==> config.mk <==
export PLATFORM = sky130hd
export DESIGN_NAME = pit_request_arbiter
export DESIGN_NICKNAME = d
export VERILOG_FILES = /design/src/rtl/pit_ctrl_pkg.sv /design/src/rtl/pit_req_slot.sv /design/src/rtl/pit_request_arbiter.sv
export SDC_FILE = /design/constraint.sdc
export NUM_CORES = 1
export LEC_CHECK = 0
export BUFFER_PORTS_ARGS = -buffer_cell sky130_fd_sc_hd__buf_2
export CORE_MARGIN = 5
export CORE_UTILIZATION = 44
export DETAILED_ROUTE_END_ITERATION = 8
export PLACE_DENSITY = 0.88
export SLEW_MARGIN = 20
export SYNTH_ARGS = -nofsm -noshare
export SYNTH_HDL_FRONTEND = slang
export SYNTH_SLANG_ARGS = --single-unit
==> constraint.sdc <==
create_clock -name clk -period 2.9 [get_ports clk]
set_clock_uncertainty 0.05 [all_clocks]
set_input_delay 0.435 -clock clk [delete_from_list [all_inputs] [get_ports clk]]
set_output_delay 0.435 -clock clk [all_outputs]
set_load 0.005 [all_outputs]
==> src/rtl/pit_ctrl_pkg.sv <==
// Shared types and widths for the PIT request arbiter slice.
package pit_ctrl_pkg;

    localparam int PREFIX_W          = 64;
    localparam int META_W            = 8;
    localparam int LEN_W             = 6;
    localparam int ENTRY_W           = 11;
    localparam int META_INTEREST_BIT = 6;

    localparam int SPI_SLOT_W = PREFIX_W + LEN_W;
    localparam int FIB_SLOT_W = PREFIX_W + META_W;

    typedef enum logic [1:0] {
        IDLE  = 2'd0,
        ISSUE = 2'd1,
        WAIT  = 2'd2,
        RESP  = 2'd3
    } state_e;

    typedef enum logic {
        SIDE_SPI = 1'b0,
        SIDE_FIB = 1'b1
    } side_e;

    function automatic side_e other_side(input side_e s);
        return (s == SIDE_SPI) ? SIDE_FIB : SIDE_SPI;
    endfunction

endpackage

==> src/rtl/pit_req_slot.sv <==
// One-entry valid/ready holding register; ready simply means the slot is empty.
module pit_req_slot #(
    parameter int W = 70
) (
    input  logic         clk,
    input  logic         rst_n,
    input  logic         in_valid,
    output logic         in_ready,
    input  logic [W-1:0] in_data,
    input  logic         clear,
    output logic         full,
    output logic [W-1:0] data
);

    logic         full_r;
    logic [W-1:0] data_r;

    // Capture on handshake; release when the slot's response goes out
    always_ff @(posedge clk or negedge rst_n) begin
        if (!rst_n) begin
            full_r <= 1'b0;
            data_r <= {W{1'b0}};
        end else if (in_valid && !full_r) begin
            full_r <= 1'b1;
            data_r <= in_data;
        end else if (clear) begin
            full_r <= 1'b0;
        end
    end

    assign in_ready = ~full_r;
    assign full     = full_r;
    assign data     = data_r;

endmodule

==> src/rtl/pit_request_arbiter.sv <==
// Shares the PIT between the SPI interest path and the FIB data path, one lookup at a time.
module pit_request_arbiter
    import pit_ctrl_pkg::*;
#(
    parameter int TIMEOUT_CYCLES = 16
) (
    input  logic                clk,
    input  logic                rst_n,
    input  logic                spi_req_valid,
    output logic                spi_req_ready,
    input  logic [PREFIX_W-1:0] spi_req_prefix,
    input  logic [LEN_W-1:0]    spi_req_length,
    input  logic                fib_req_valid,
    output logic                fib_req_ready,
    input  logic [PREFIX_W-1:0] fib_req_prefix,
    input  logic [META_W-1:0]   fib_req_meta,
    output logic                pit_out_bit,
    output logic                pit_prefix_ready,
    output logic [PREFIX_W-1:0] pit_spi_prefix,
    output logic [LEN_W-1:0]    pit_spi_length,
    output logic [PREFIX_W-1:0] pit_fib_prefix,
    output logic [META_W-1:0]   pit_fib_meta,
    input  logic                pit_in_bit,
    input  logic                pit_rejected,
    input  logic [ENTRY_W-1:0]  pit_table_entry,
    input  logic                pit_interest_packet,
    output logic                spi_resp_valid,
    output logic                fib_resp_valid,
    output logic [ENTRY_W-1:0]  resp_entry,
    output logic                resp_rejected,
    output logic                resp_interest,
    output logic                resp_timeout,
    output logic                busy
);

    localparam logic [7:0] TIMEOUT_LIM = 8'(TIMEOUT_CYCLES);

    logic                  spi_full_s, fib_full_s, spi_clr_s, fib_clr_s;
    logic [SPI_SLOT_W-1:0] spi_data_s;
    logic [FIB_SLOT_W-1:0] fib_data_s;
    state_e                state_r, state_nx_s;
    side_e                 grant_r, grant_nx_s, rr_pri_r, rr_pri_nx_s;
    logic [7:0]            cnt_r;
    logic                  base_in_r, base_rej_r, prev_in_r, prev_rej_r;
    logic                  done_s, timeout_s;
    logic                  pit_out_bit_r, pit_prefix_ready_r, busy_r;
    logic                  spi_resp_valid_r, fib_resp_valid_r;
    logic [ENTRY_W-1:0]    resp_entry_r;
    logic                  resp_rejected_r, resp_interest_r, resp_timeout_r;

    assign spi_clr_s = (state_r == RESP) && (grant_r == SIDE_SPI);
    assign fib_clr_s = (state_r == RESP) && (grant_r == SIDE_FIB);

    pit_req_slot #(.W(SPI_SLOT_W)) u_spi_slot (
        .clk      (clk),
        .rst_n    (rst_n),
        .in_valid (spi_req_valid),
        .in_ready (spi_req_ready),
        .in_data  ({spi_req_length, spi_req_prefix}),
        .clear    (spi_clr_s),
        .full     (spi_full_s),
        .data     (spi_data_s)
    );

    pit_req_slot #(.W(FIB_SLOT_W)) u_fib_slot (
        .clk      (clk),
        .rst_n    (rst_n),
        .in_valid (fib_req_valid),
        .in_ready (fib_req_ready),
        .in_data  ({fib_req_meta, fib_req_prefix}),
        .clear    (fib_clr_s),
        .full     (fib_full_s),
        .data     (fib_data_s)
    );

    assign pit_spi_prefix = spi_data_s[PREFIX_W-1:0];
    assign pit_spi_length = spi_data_s[SPI_SLOT_W-1:PREFIX_W];
    assign pit_fib_prefix = fib_data_s[PREFIX_W-1:0];
    assign pit_fib_meta   = fib_data_s[FIB_SLOT_W-1:PREFIX_W];

    // Completion: a fresh rise since last cycle, or a high level against a low baseline
    always_comb begin
        done_s    = 1'b0;
        timeout_s = 1'b0;
        if (state_r == WAIT) begin
            done_s    = (pit_in_bit && (!prev_in_r || !base_in_r)) ||
                        (pit_rejected && (!prev_rej_r || !base_rej_r));
            timeout_s = !done_s && (cnt_r == TIMEOUT_LIM);
        end else begin
            done_s    = 1'b0;
            timeout_s = 1'b0;
        end
    end

    // Next state, grant selection and round-robin pointer
    always_comb begin
        state_nx_s  = state_r;
        grant_nx_s  = grant_r;
        rr_pri_nx_s = rr_pri_r;
        case (state_r)
            IDLE: begin
                if (spi_full_s && fib_full_s) begin
                    grant_nx_s = rr_pri_r;
                    state_nx_s = ISSUE;
                end else if (spi_full_s) begin
                    grant_nx_s = SIDE_SPI;
                    state_nx_s = ISSUE;
                end else if (fib_full_s) begin
                    grant_nx_s = SIDE_FIB;
                    state_nx_s = ISSUE;
                end else begin
                    state_nx_s = IDLE;
                end
                if (spi_full_s || fib_full_s) begin
                    rr_pri_nx_s = other_side(grant_nx_s);
                end else begin
                    rr_pri_nx_s = rr_pri_r;
                end
            end
            ISSUE: state_nx_s = WAIT;
            WAIT: begin
                if (done_s || timeout_s) begin
                    state_nx_s = RESP;
                end else begin
                    state_nx_s = WAIT;
                end
            end
            RESP:    state_nx_s = IDLE;
            default: state_nx_s = IDLE;
        endcase
    end

    // Sequencer state, strobes, baseline and wait counter
    always_ff @(posedge clk or negedge rst_n) begin
        if (!rst_n) begin
            state_r            <= IDLE;
            grant_r            <= SIDE_SPI;
            rr_pri_r           <= SIDE_SPI;
            pit_out_bit_r      <= 1'b0;
            pit_prefix_ready_r <= 1'b0;
            busy_r             <= 1'b0;
            base_in_r          <= 1'b0;
            base_rej_r         <= 1'b0;
            prev_in_r          <= 1'b0;
            prev_rej_r         <= 1'b0;
            cnt_r              <= 8'd0;
        end else begin
            state_r            <= state_nx_s;
            grant_r            <= grant_nx_s;
            rr_pri_r           <= rr_pri_nx_s;
            pit_out_bit_r      <= (state_nx_s == ISSUE) && (grant_nx_s == SIDE_SPI);
            pit_prefix_ready_r <= (state_nx_s == ISSUE) && (grant_nx_s == SIDE_FIB);
            busy_r             <= (state_nx_s != IDLE);
            prev_in_r          <= pit_in_bit;
            prev_rej_r         <= pit_rejected;
            if (state_r == ISSUE) begin
                base_in_r  <= pit_in_bit;
                base_rej_r <= pit_rejected;
            end
            cnt_r <= (state_r == WAIT) ? cnt_r + 8'd1 : 8'd0;
        end
    end

    // Response capture; fields hold until the next lookup finishes
    always_ff @(posedge clk or negedge rst_n) begin
        if (!rst_n) begin
            spi_resp_valid_r <= 1'b0;
            fib_resp_valid_r <= 1'b0;
            resp_entry_r     <= {ENTRY_W{1'b0}};
            resp_rejected_r  <= 1'b0;
            resp_interest_r  <= 1'b0;
            resp_timeout_r   <= 1'b0;
        end else begin
            spi_resp_valid_r <= (done_s || timeout_s) && (grant_r == SIDE_SPI);
            fib_resp_valid_r <= (done_s || timeout_s) && (grant_r == SIDE_FIB);
            if (done_s) begin
                resp_entry_r    <= pit_table_entry;
                resp_rejected_r <= pit_rejected;
                resp_interest_r <= (grant_r == SIDE_FIB) ? pit_interest_packet : 1'b0;
                resp_timeout_r  <= 1'b0;
            end else if (timeout_s) begin
                resp_entry_r    <= {ENTRY_W{1'b0}};
                resp_rejected_r <= 1'b0;
                resp_interest_r <= 1'b0;
                resp_timeout_r  <= 1'b1;
            end
        end
    end

    assign pit_out_bit      = pit_out_bit_r;
    assign pit_prefix_ready = pit_prefix_ready_r;
    assign busy             = busy_r;
    assign spi_resp_valid   = spi_resp_valid_r;
    assign fib_resp_valid   = fib_resp_valid_r;
    assign resp_entry       = resp_entry_r;
    assign resp_rejected    = resp_rejected_r;
    assign resp_interest    = resp_interest_r;
    assign resp_timeout     = resp_timeout_r;

endmodule

==> results of run 1 <==
## synth_stat cells, drive strengths merged (2+ instances only)
cell type / instances / share of area
dfrtp: 179 / 0.65
mux2: 144 / 0.23
buf: 17 / 0.013
nor2b: 14 / 0.013
a221o: 13 / 0.020
inv: 10 / 0.0054
nor2: 9 / 0.0049
ha: 7 / 0.013
a21oi: 5 / 0.0036
o21ai: 5 / 0.0036
clkbuf: 4 / 0.0022
nand2: 4 / 0.0022
a31oi: 3 / 0.0027
and2: 3 / 0.0027
nand3: 3 / 0.0022
or3: 3 / 0.0027
a21boi: 2 / 0.0022
nand2b: 2 / 0.0018
nor3: 2 / 0.0014
o211ai: 2 / 0.0022
o22ai: 2 / 0.0018
xor2: 2 / 0.0025
## routing by layer
metal,track usage,wire [um],up-vias
met3,0.0509,1320,34
met2,0.327,9070,231
li1,-,-,2248
met1,0.213,6530,2431
met5,0,0,-
met4,0.0784,444,0
## timing repair
action	in CTS	in global routing
hold buffers	1	0
buffers inserted	0	0
endpoints found under the hold margin	20	0
## layout make-up
class / instances / area, um^2 / area share
clock buffers: 21 / 460 / 0.0488
clock inverters: 10 / 98.8 / 0.0105
inverters: 11 / 41.3 / 0.00437
multi-input cells: 236 / 2320 / 0.246
flip-flops and latches: 179 / 4480 / 0.474
well taps: 211 / 264 / 0.0280
repair buffers: 333 / 1780 / 0.188
## kinds of logic after synthesis
| kind of cell | count (synthesis) |
|---|---|
| xor gates and xnor gates | 3 |
| AOI/OAI and AO/OA | 38 |
| and+or+nand+nor | 44 |
| buffers and inverters | 32 |
| adders and majority gates | 7 |
| DFF | 179 |
| muxes | 144 |
## critical path, delay by kind of cell, from the launching register on
| kind | cells | cell delay, ns |
|---|---|---|
| compound gates | 2 | 0.94 |
| flops | 1 | 0.42 |
| simple gates | 1 | 0.23 |
| fa+ha+maj | 1 | 0.19 |
| buf+inv | 1 | 0.06 |
## through the flow
step / utilization / setup slack (ns)
2_1_floorplan: - / 1.26
3_3_place_gp: 0.579 / 0.997
3_5_place_dp: 0.579 / 0.918
4_1_cts: 0.617 / 0.893
5_1_grt: 0.617 / 0.788
6_report: 0.617 / 0.867
## power by group
part           switching, mW  total, mW  internal (mW)
sequential             0.653       4.35           3.70
combinational           1.54       3.63           2.10
clock                  0.963       2.20           1.24
total                   3.16       10.2           7.03
## sequential cells by signal, indices dropped and copies added, names as in the netlist
signal and flops:
rr_pri_r 1, state_r 2, base_in_r 1, prev_in_r 1, resp_timeout 1, resp_interest 1, pit_prefix_ready 1, u_fib_slot.data 72
u_spi_slot.full 1, grant_r 1, resp_entry 11, u_spi_slot.data 70, busy 1, pit_out_bit 1, spi_resp_valid 1, base_rej_r 1
resp_rejected 1, fib_resp_valid 1, prev_rej_r 1, u_fib_slot.full 1, cnt_r 8
## placed cells by master (no fill, tap or decap), types with 6 or more instances in the layout
cell type,n
clkbuf_16,17
dfrtp_1,179
nor2b_1,12
nor2_1,9
mux2_1,7
buf_12,6
buf_2,321
a221o_2,8
mux2_2,137
inv_1,10
ha_1,7
## worst paths after layout
path	from	to	slack (ns)	depth (start not counted)
worst max-delay path	cnt_r[0]	state_r[0]	0.87	5
worst min-delay path	pit_in_bit	prev_in_r	0.1	1
worst max register to register	cnt_r[0]	state_r[0]	0.87	5
worst min register to register	u_spi_slot.data[18]	u_spi_slot.data[18]	0.44	1
max in group asynchronous	rst_n	u_spi_slot.data[30]	1.71	3
min in group asynchronous	rst_n	cnt_r[5]	0.39	2
==> flow_metrics.tcl, run 1 <==
set metrics [dict create \
    status "complete, no violations" \
    setup_viol 0 \
    initial_core_util 0.453 \
    nets 945 \
    clkTransAtPathRegs_ns 0.07 \
    ys_ff_latch 179 \
    layout-drive-gt1-share 0.646 \
    synth.mux.area_fraction 0.234 \
    synth.avg_cell_area_um2 15.5 \
    grt_first_pass_wirelength_um 26800 \
    synth_compound_area_frac 0.0453 \
    setup_tns_ns 0 \
    fin_crit_sh 0.701 \
    crit_path_end_kind "register" \
    cts-root-buf "clkbuf_16" \
    hp-class "in2reg" \
    critical_path.slowest_cell "a211oi_4" \
    path_max_fanout 18 \
    yosys.area_share.xor_xnor 0.00379 \
    globalplace.congestion 0.817 \
    drcViolationCount 0 \
    crit_type "reg2reg" \
    fill_cells 1189 \
    cp-start-kind "register" \
    max_freq_ghz 0.492 \
    critPathArrivalTime_ns 2.25 \
    grt_use_total 0.186 \
    io_buffer_count 322 \
    wl_um 17400 \
    area_growth_pct 36.2 \
    hpwl_um 13200 \
    clkSinkCount 179 \
    synth_edf_count 0 \
    ys_async_sr_fraction 1.00 \
    hold_violations 0 \
    path_cells "inv_1 -> ha_1 -> and3b_1 -> a211oi_4 -> o21ai_0" \
    synth_nets 614 \
    dpl_cell_area_um2 8870 \
    core_region_area_um2 15300 \
    drt_iter0_markers 113 \
    antenna_found_initial 0 \
    ios 323 \
    via_per_inst 4.94 \
    synthFlopType "dfrtp_1" \
    maxSlewViolCount 0 \
    synth_simple_gate_area_frac 0.0370 \
    final_area_um2 9440 \
    dr.pass1.iters 4 \
    synthCells 447 \
    clock_latency_ns 0.42 \
    cts_max_path_buffers 2 \
    dp_cells 969 \
    vias 4944 \
    post_cts_resized 0 \
    maxCapViolCount 0 \
    grt_pass1_vias 5322 \
    ant_nets 0 \
    cts-buffers-inserted 17 \
    power.total_mw 10.2 \
    grt_max_degree 83 \
    p_leak_nw 4.63 \
    rsz0062_at_grt "false" \
    num_antenna_cells 0 \
    fin_cells 1001 \
    synth_area_um2 6930 \
    synth_top_family_by_area "multiplexers" \
    synth_warnings 0 \
    htreeDepth 4 \
    max_slew.worst_pin.slew_ns 0.787 \
    ir_drop_mv 0.566 \
    wl_per_cell_um 17.3 \
    worst_ep_required_time_ns 3.11 \
    ys_seq_area_frac 0.646 \
    grt.overflow.total 0 \
    min_period_ns 2.03 \
    fp-row-count 45 \
    worst_path_largest_cell_delay_ns 0.72 \
    dieArea_um2 18400 \
    fin_hold_ws_ns 0.0990 \
    ys_types 37 \
    synth_fa_ha_area_frac 0.0126 \
    power_density_nw_per_um2 1080 \
    tritoncts "yes" \
    die_y_um 136 \
    slew_headroom 0.474 \
    die_x_um 136 \
]
No activity file was read; power rests on OpenSTA's default activity.
==> inputs of run 2 (changes only) <==
==> constraint.sdc (replaced) <==
create_clock -name clk -period 1.9 [get_ports clk]
set_clock_uncertainty 0.05 [all_clocks]
set_input_delay 0.285 -clock clk [delete_from_list [all_inputs] [get_ports clk]]
set_output_delay 0.285 -clock clk [all_outputs]
set_load 0.005 [all_outputs]
==> flow_metrics.tcl, run 2 (synthesis gave the netlist of run 1 again) <==
set metrics [dict create \
    layout_common_cells "buf_2, dfrtp_1, mux2_2, clkbuf_16, nor2b_1" \
    fill_cells 1186 \
    drcViolationCount 0 \
    io_buffer_count 322 \
    drt_iter0_markers 171 \
    clkSinkCount 179 \
    die_y_um 136 \
    finalCoreUtilization 0.623 \
    fin_crit_sh 0.924 \
    critPathArrivalTime_ns 2.04 \
    final_area_um2 9550 \
    hp-class "in2reg" \
    max_freq_ghz 0.570 \
    maxSlewViolCount 0 \
    globalplace.congestion 0.807 \
    ios 323 \
    hpwl_um 13500 \
    setup_viol 0 \
    final_common_cell "buf_2" \
    slew_headroom 0.620 \
    wl_per_cell_um 17.2 \
    antenna_found_initial 0 \
    grt_first_pass_wirelength_um 27400 \
    crit_path_end_kind "register" \
    nets 955 \
    die_x_um 136 \
    cts-buffers-inserted 17 \
    grt.overflow.total 0 \
    fp-row-count 45 \
    min_period_ns 1.76 \
    post_cts_buffers 0 \
    dpl_cell_area_um2 8960 \
    path_max_fanout 3 \
    power_density_nw_per_um2 1620 \
    status "complete, no violations" \
    core_region_area_um2 15300 \
    clock_latency_ns 0.42 \
    cp-start-kind "register" \
    intPower_mw 10.7 \
    clock_power_share 0.211 \
    area_growth_pct 37.7 \
    dr.pass1.iters 5 \
    num_antenna_cells 0 \
    dp_slack_ns 0.172 \
    cts-root-buf "clkbuf_16" \
    cts_max_path_buffers 2 \
    power_frac_comb 0.363 \
    layout_setup_ws_ns 0.144 \
    ir_drop_mv 0.812 \
    via_per_inst 4.93 \
    power.share.switching 0.309 \
    max_slew.worst_pin.slew_ns 0.570 \
    vias 4987 \
    layout-drive-gt1-share 0.649 \
    post_cts_resized 0 \
    worst_ep_required_time_ns 2.18 \
    hold_violations 0 \
    setup_tns_ns 0 \
    grt_max_degree 73 \
    crit_type "reg2reg" \
    wl_um 17400 \
    htreeDepth 4 \
    tritoncts "yes" \
    largest_reg_flops 72 \
    p_leak_nw 4.68 \
    dieArea_um2 18400 \
    switchingPower_mw 4.77 \
    initial_core_util 0.453 \
    ant_nets 0 \
    grt_use_total 0.190 \
    power_frac_seq 0.426 \
    clkTransAtPathRegs_ns 0.07 \
    grt_pass1_vias 5431 \
    maxCapViolCount 0 \
    rsz0062_at_grt "false" \
]
[run 2: changes by cell type in the layout (fill, tap and decap cells not counted), moves of 2 or more]
cell	delta
buf_4	+6
clkbuf_8	+2
buf_12	+2
dlygate4sd3_1	+2
clkinvlp_4	+3
[run 2: final cells by class]
type | instances | area (um^2) | share of cell area
repair buffers | 343 | 1880 | 0.197
clock inverters | 10 | 75.1 | 0.00786
well taps | 211 | 264 | 0.0277
inverters | 11 | 41.3 | 0.00432
flip-flops and latches | 179 | 4480 | 0.469
multi-input cells | 236 | 2320 | 0.243
clock buffers | 22 | 484 | 0.0507
[run 2: power by group through the flow]
stage                     registers, mW  logic [mW]  clock network [mW]
after detailed placement           6.65        5.70                   0
after global placement             6.53        5.48                   0
after floorplan                    6.74        2.73                   0
after global routing               6.85        6.17                3.51
final                              6.60        5.61                3.26
after CTS                          6.61        5.73                3.36
[run 2: what timing repair did]
action / CTS / global route
hold buffers: 3 / 0
setup endpoints to repair: 0 / 0
endpoints found under the hold margin: 48 / 0
[run 2: per-layer routing]
layer / routed length [um] / share of wire / track usage / up-vias
met3: 1250 / 0.072 / 0.0568 / 28
met4: 357 / 0.021 / 0.0722 / 0
met5: 0 / 0 / 0 / -
met2: 9340 / 0.54 / 0.342 / 216
li1: - / - / - / 2275
met1: 6450 / 0.37 / 0.212 / 2468
[run 2: path summary, 6_finish.rpt]
| check | start | end | slack (ns) | cells after the start |
|---|---|---|---|---|
| worst max-delay path | state_r[0] | pit_out_bit | 0.14 | 5 |
| worst min-delay path | spi_req_prefix[32] | u_spi_slot.data[32] | 0.02 | 2 |
| worst max register to register | state_r[0] | pit_out_bit | 0.14 | 5 |
| worst min register to register | u_spi_slot.data[20] | u_spi_slot.data[20] | 0.43 | 1 |
| max in group asynchronous | rst_n | u_spi_slot.data[27] | 0.83 | 3 |
| min in group asynchronous | rst_n | resp_entry[0] | 0.40 | 2 |
[run 2: worst max-delay path, stage by stage, from the launching register on]
cell     delay (ns)
dfrtp_1        0.38
inv_1          0.09
ha_1           0.34
or3b_1         0.39
a221o_1        0.29
o22ai_1        0.14
[run 2: stage by stage]
| stage | total power [mW] | std cells | hold WS (ns) |
|---|---|---|---|
| floorplan | 9.47 | 447 | -0.0606 |
| global placement | 12.0 | 977 | 0.253 |
| detailed placement | 12.4 | 977 | 0.255 |
| CTS | 15.7 | 1012 | 0.00787 |
| global route | 16.5 | 1012 | 0.0117 |
| finish | 15.5 | 1012 | 0.0248 |
==> inputs of run 3 (changes only) <==
--- a/config.mk
+++ b/config.mk
@@ -6,6 +6,7 @@
 export NUM_CORES = 1
 export LEC_CHECK = 0
 export BUFFER_PORTS_ARGS = -buffer_cell sky130_fd_sc_hd__buf_2
+export CORE_ASPECT_RATIO = 0.8
 export CORE_MARGIN = 5
 export CORE_UTILIZATION = 44
 export DETAILED_ROUTE_END_ITERATION = 8
==> flow_metrics.tcl, run 3 (synthesis gave the netlist of run 1 again) <==
set metrics [dict create \
    status "complete, no violations" \
    fill_cells 1249 \
    maxCapViolCount 0 \
    power_frac_comb 0.350 \
    cts-buffers-inserted 17 \
    hold_path_end "u_spi_slot.data[45]" \
    wl_um 18000 \
    clock_power_share 0.234 \
    min-delay-start "spi_req_prefix[45]" \
    fin_crit_sh 0.924 \
    r2r_start "state_r[0]" \
    io_buffer_count 322 \
    clkSinkCount 179 \
    hp-class "in2reg" \
    grt_max_degree 71 \
    hpwl_um 13700 \
    nets 955 \
    largest_reg_flops 72 \
    fp-row-count 41 \
    power_density_nw_per_um2 1660 \
    path_cells "dlygate4sd3_1 -> buf_2 -> a21boi_1 -> a211oi_4 -> buf_12 -> a221o_2" \
    switchingPower_mw 4.86 \
    max_slew.worst_pin.slew_ns 0.471 \
    layout_common_cells "buf_2, dfrtp_1, mux2_2, clkbuf_16" \
    critical_path.slowest_cell "dlygate4sd3_1" \
    worst_ep_required_time_ns 2.15 \
    die_y_um 122 \
    intPower_mw 11.1 \
    core_region_area_um2 15600 \
    hold_depth 2 \
    rsz0062_at_grt "false" \
    power_frac_seq 0.415 \
    globalplace.congestion 0.835 \
    r2r-end "resp_entry[2]" \
    critPathArrivalTime_ns 2.00 \
    htreeDepth 4 \
    wl_per_cell_um 17.7 \
    grt_pass1_vias 5319 \
    layout-drive-gt1-share 0.650 \
    vias 4947 \
    worst_path_largest_cell_delay_ns 0.54 \
    ant_nets 0 \
    area_growth_pct 38.5 \
    path_max_fanout 18 \
    setup_tns_ns 0 \
    max_freq_ghz 0.570 \
    dp_cells 981 \
    cts_max_path_buffers 2 \
    clock_latency_ns 0.41 \
    post_cts_buffers 0 \
    maxSlewViolCount 0 \
    via_per_inst 4.87 \
    crit_family "compound AO/OA/AOI/OAI gates" \
    tritoncts "yes" \
    grt_first_pass_wirelength_um 27200 \
    die_x_um 150 \
    crit_path_end_kind "register" \
    slew_headroom 0.686 \
    crit_type "in2reg" \
    antenna_found_initial 2 \
    clkTransAtPathRegs_ns 0.07 \
    drt_iter0_markers 140 \
    ios 323 \
    fin_hold_ws_ns 0.0347 \
    cts-root-buf "clkbuf_16" \
    reg2reg_depth 6 \
    fin_cells 1016 \
    hold_violations 0 \
    setup_viol 0 \
    power.total_mw 16.0 \
    dp_slack_ns 0.175 \
    cp_num_buf_inv 3 \
    grt_use_total 0.191 \
    ir_drop_mv 1.09 \
    initial_core_util 0.445 \
    dr.pass1.iters 4 \
    min_period_ns 1.75 \
    p_leak_nw 4.71 \
    final_common_cell "buf_2" \
    grt.overflow.total 0 \
    reg2reg_setup_slack_ns 0.16 \
    dieArea_um2 18400 \
    cp-start-kind "primary input" \
    power.share.switching 0.304 \
    drcViolationCount 0 \
    layout_setup_ws_ns 0.145 \
]
## run 3: cell count changes in the layout (fill, tap and decap cells not counted), sizes merged
cell | previous run | this run
bufinv | 0 | 4
clkbuf | 22 | 18
clkinv | 5 | 2
clkinvlp | 4 | 3
diode | 0 | 1
inv | 12 | 15
## run 3: power by group through the flow
stage	Sequential, mW	Clock (mW)	Combinational (mW)
final	6.64	3.74	5.60
after global routing	6.88	4.01	6.13
after CTS	6.66	3.82	5.71
after detailed placement	6.69	0	5.69
after global placement	6.56	0	5.50
after floorplan	6.74	0	2.73
## run 3: worst max path at each step
stage	depth (start not counted)	startpoint	slack (ns)	endpoint
5_1_grt	6	state_r[0]	0.09	resp_entry[2]
4_1_cts	6	state_r[0]	0.16	resp_entry[2]
6_report	6	pit_in_bit	0.15	resp_entry[2]
2_1_floorplan	6	cnt_r[0]	0.26	busy
3_3_place_gp	6	state_r[0]	0.25	resp_entry[4]
3_5_place_dp	6	state_r[0]	0.18	resp_entry[4]
## run 3: final cells by class
cell class	count	area [um^2]	share of cell area
diodes	1	2.50	0.000261
clock buffers	18	439	0.0457
clock inverters	13	194	0.0202
inverters	11	41.3	0.00430
multi-input cells	236	2320	0.242
flip-flops and latches	179	4480	0.466
well taps	215	269	0.0280
repair buffers	343	1860	0.193
## run 3: metal layers
metal,share of wire,up-vias,GRT usage
met5,0.00039,-,0
met4,0.021,2,0.0674
met3,0.094,26,0.0735
met2,0.51,223,0.331
met1,0.38,2425,0.218
li1,-,2271,-
## run 3: stage by stage
step                 util  area, um^2
global route        0.616        9600
finish              0.616        9600
CTS                 0.616        9600
detailed placement  0.573        8940
global placement    0.573        8940
floorplan               -        6930
## run 3: timing repair
item | 4_1_cts | 5_1_grt
endpoints found under the hold margin | 44 | 0
resized for setup | 0 | 0
hold buffers | 3 | 0
## run 3: worst register-to-register path: cells and delay by family, from the launching register on
family | cells | cell delay (ns)
AO/OA/AOI/OAI | 2 | 0.48
adder cells (fa/ha/maj) | 1 | 0.23
buffers and inverters | 3 | 0.48
flip-flops | 1 | 0.39
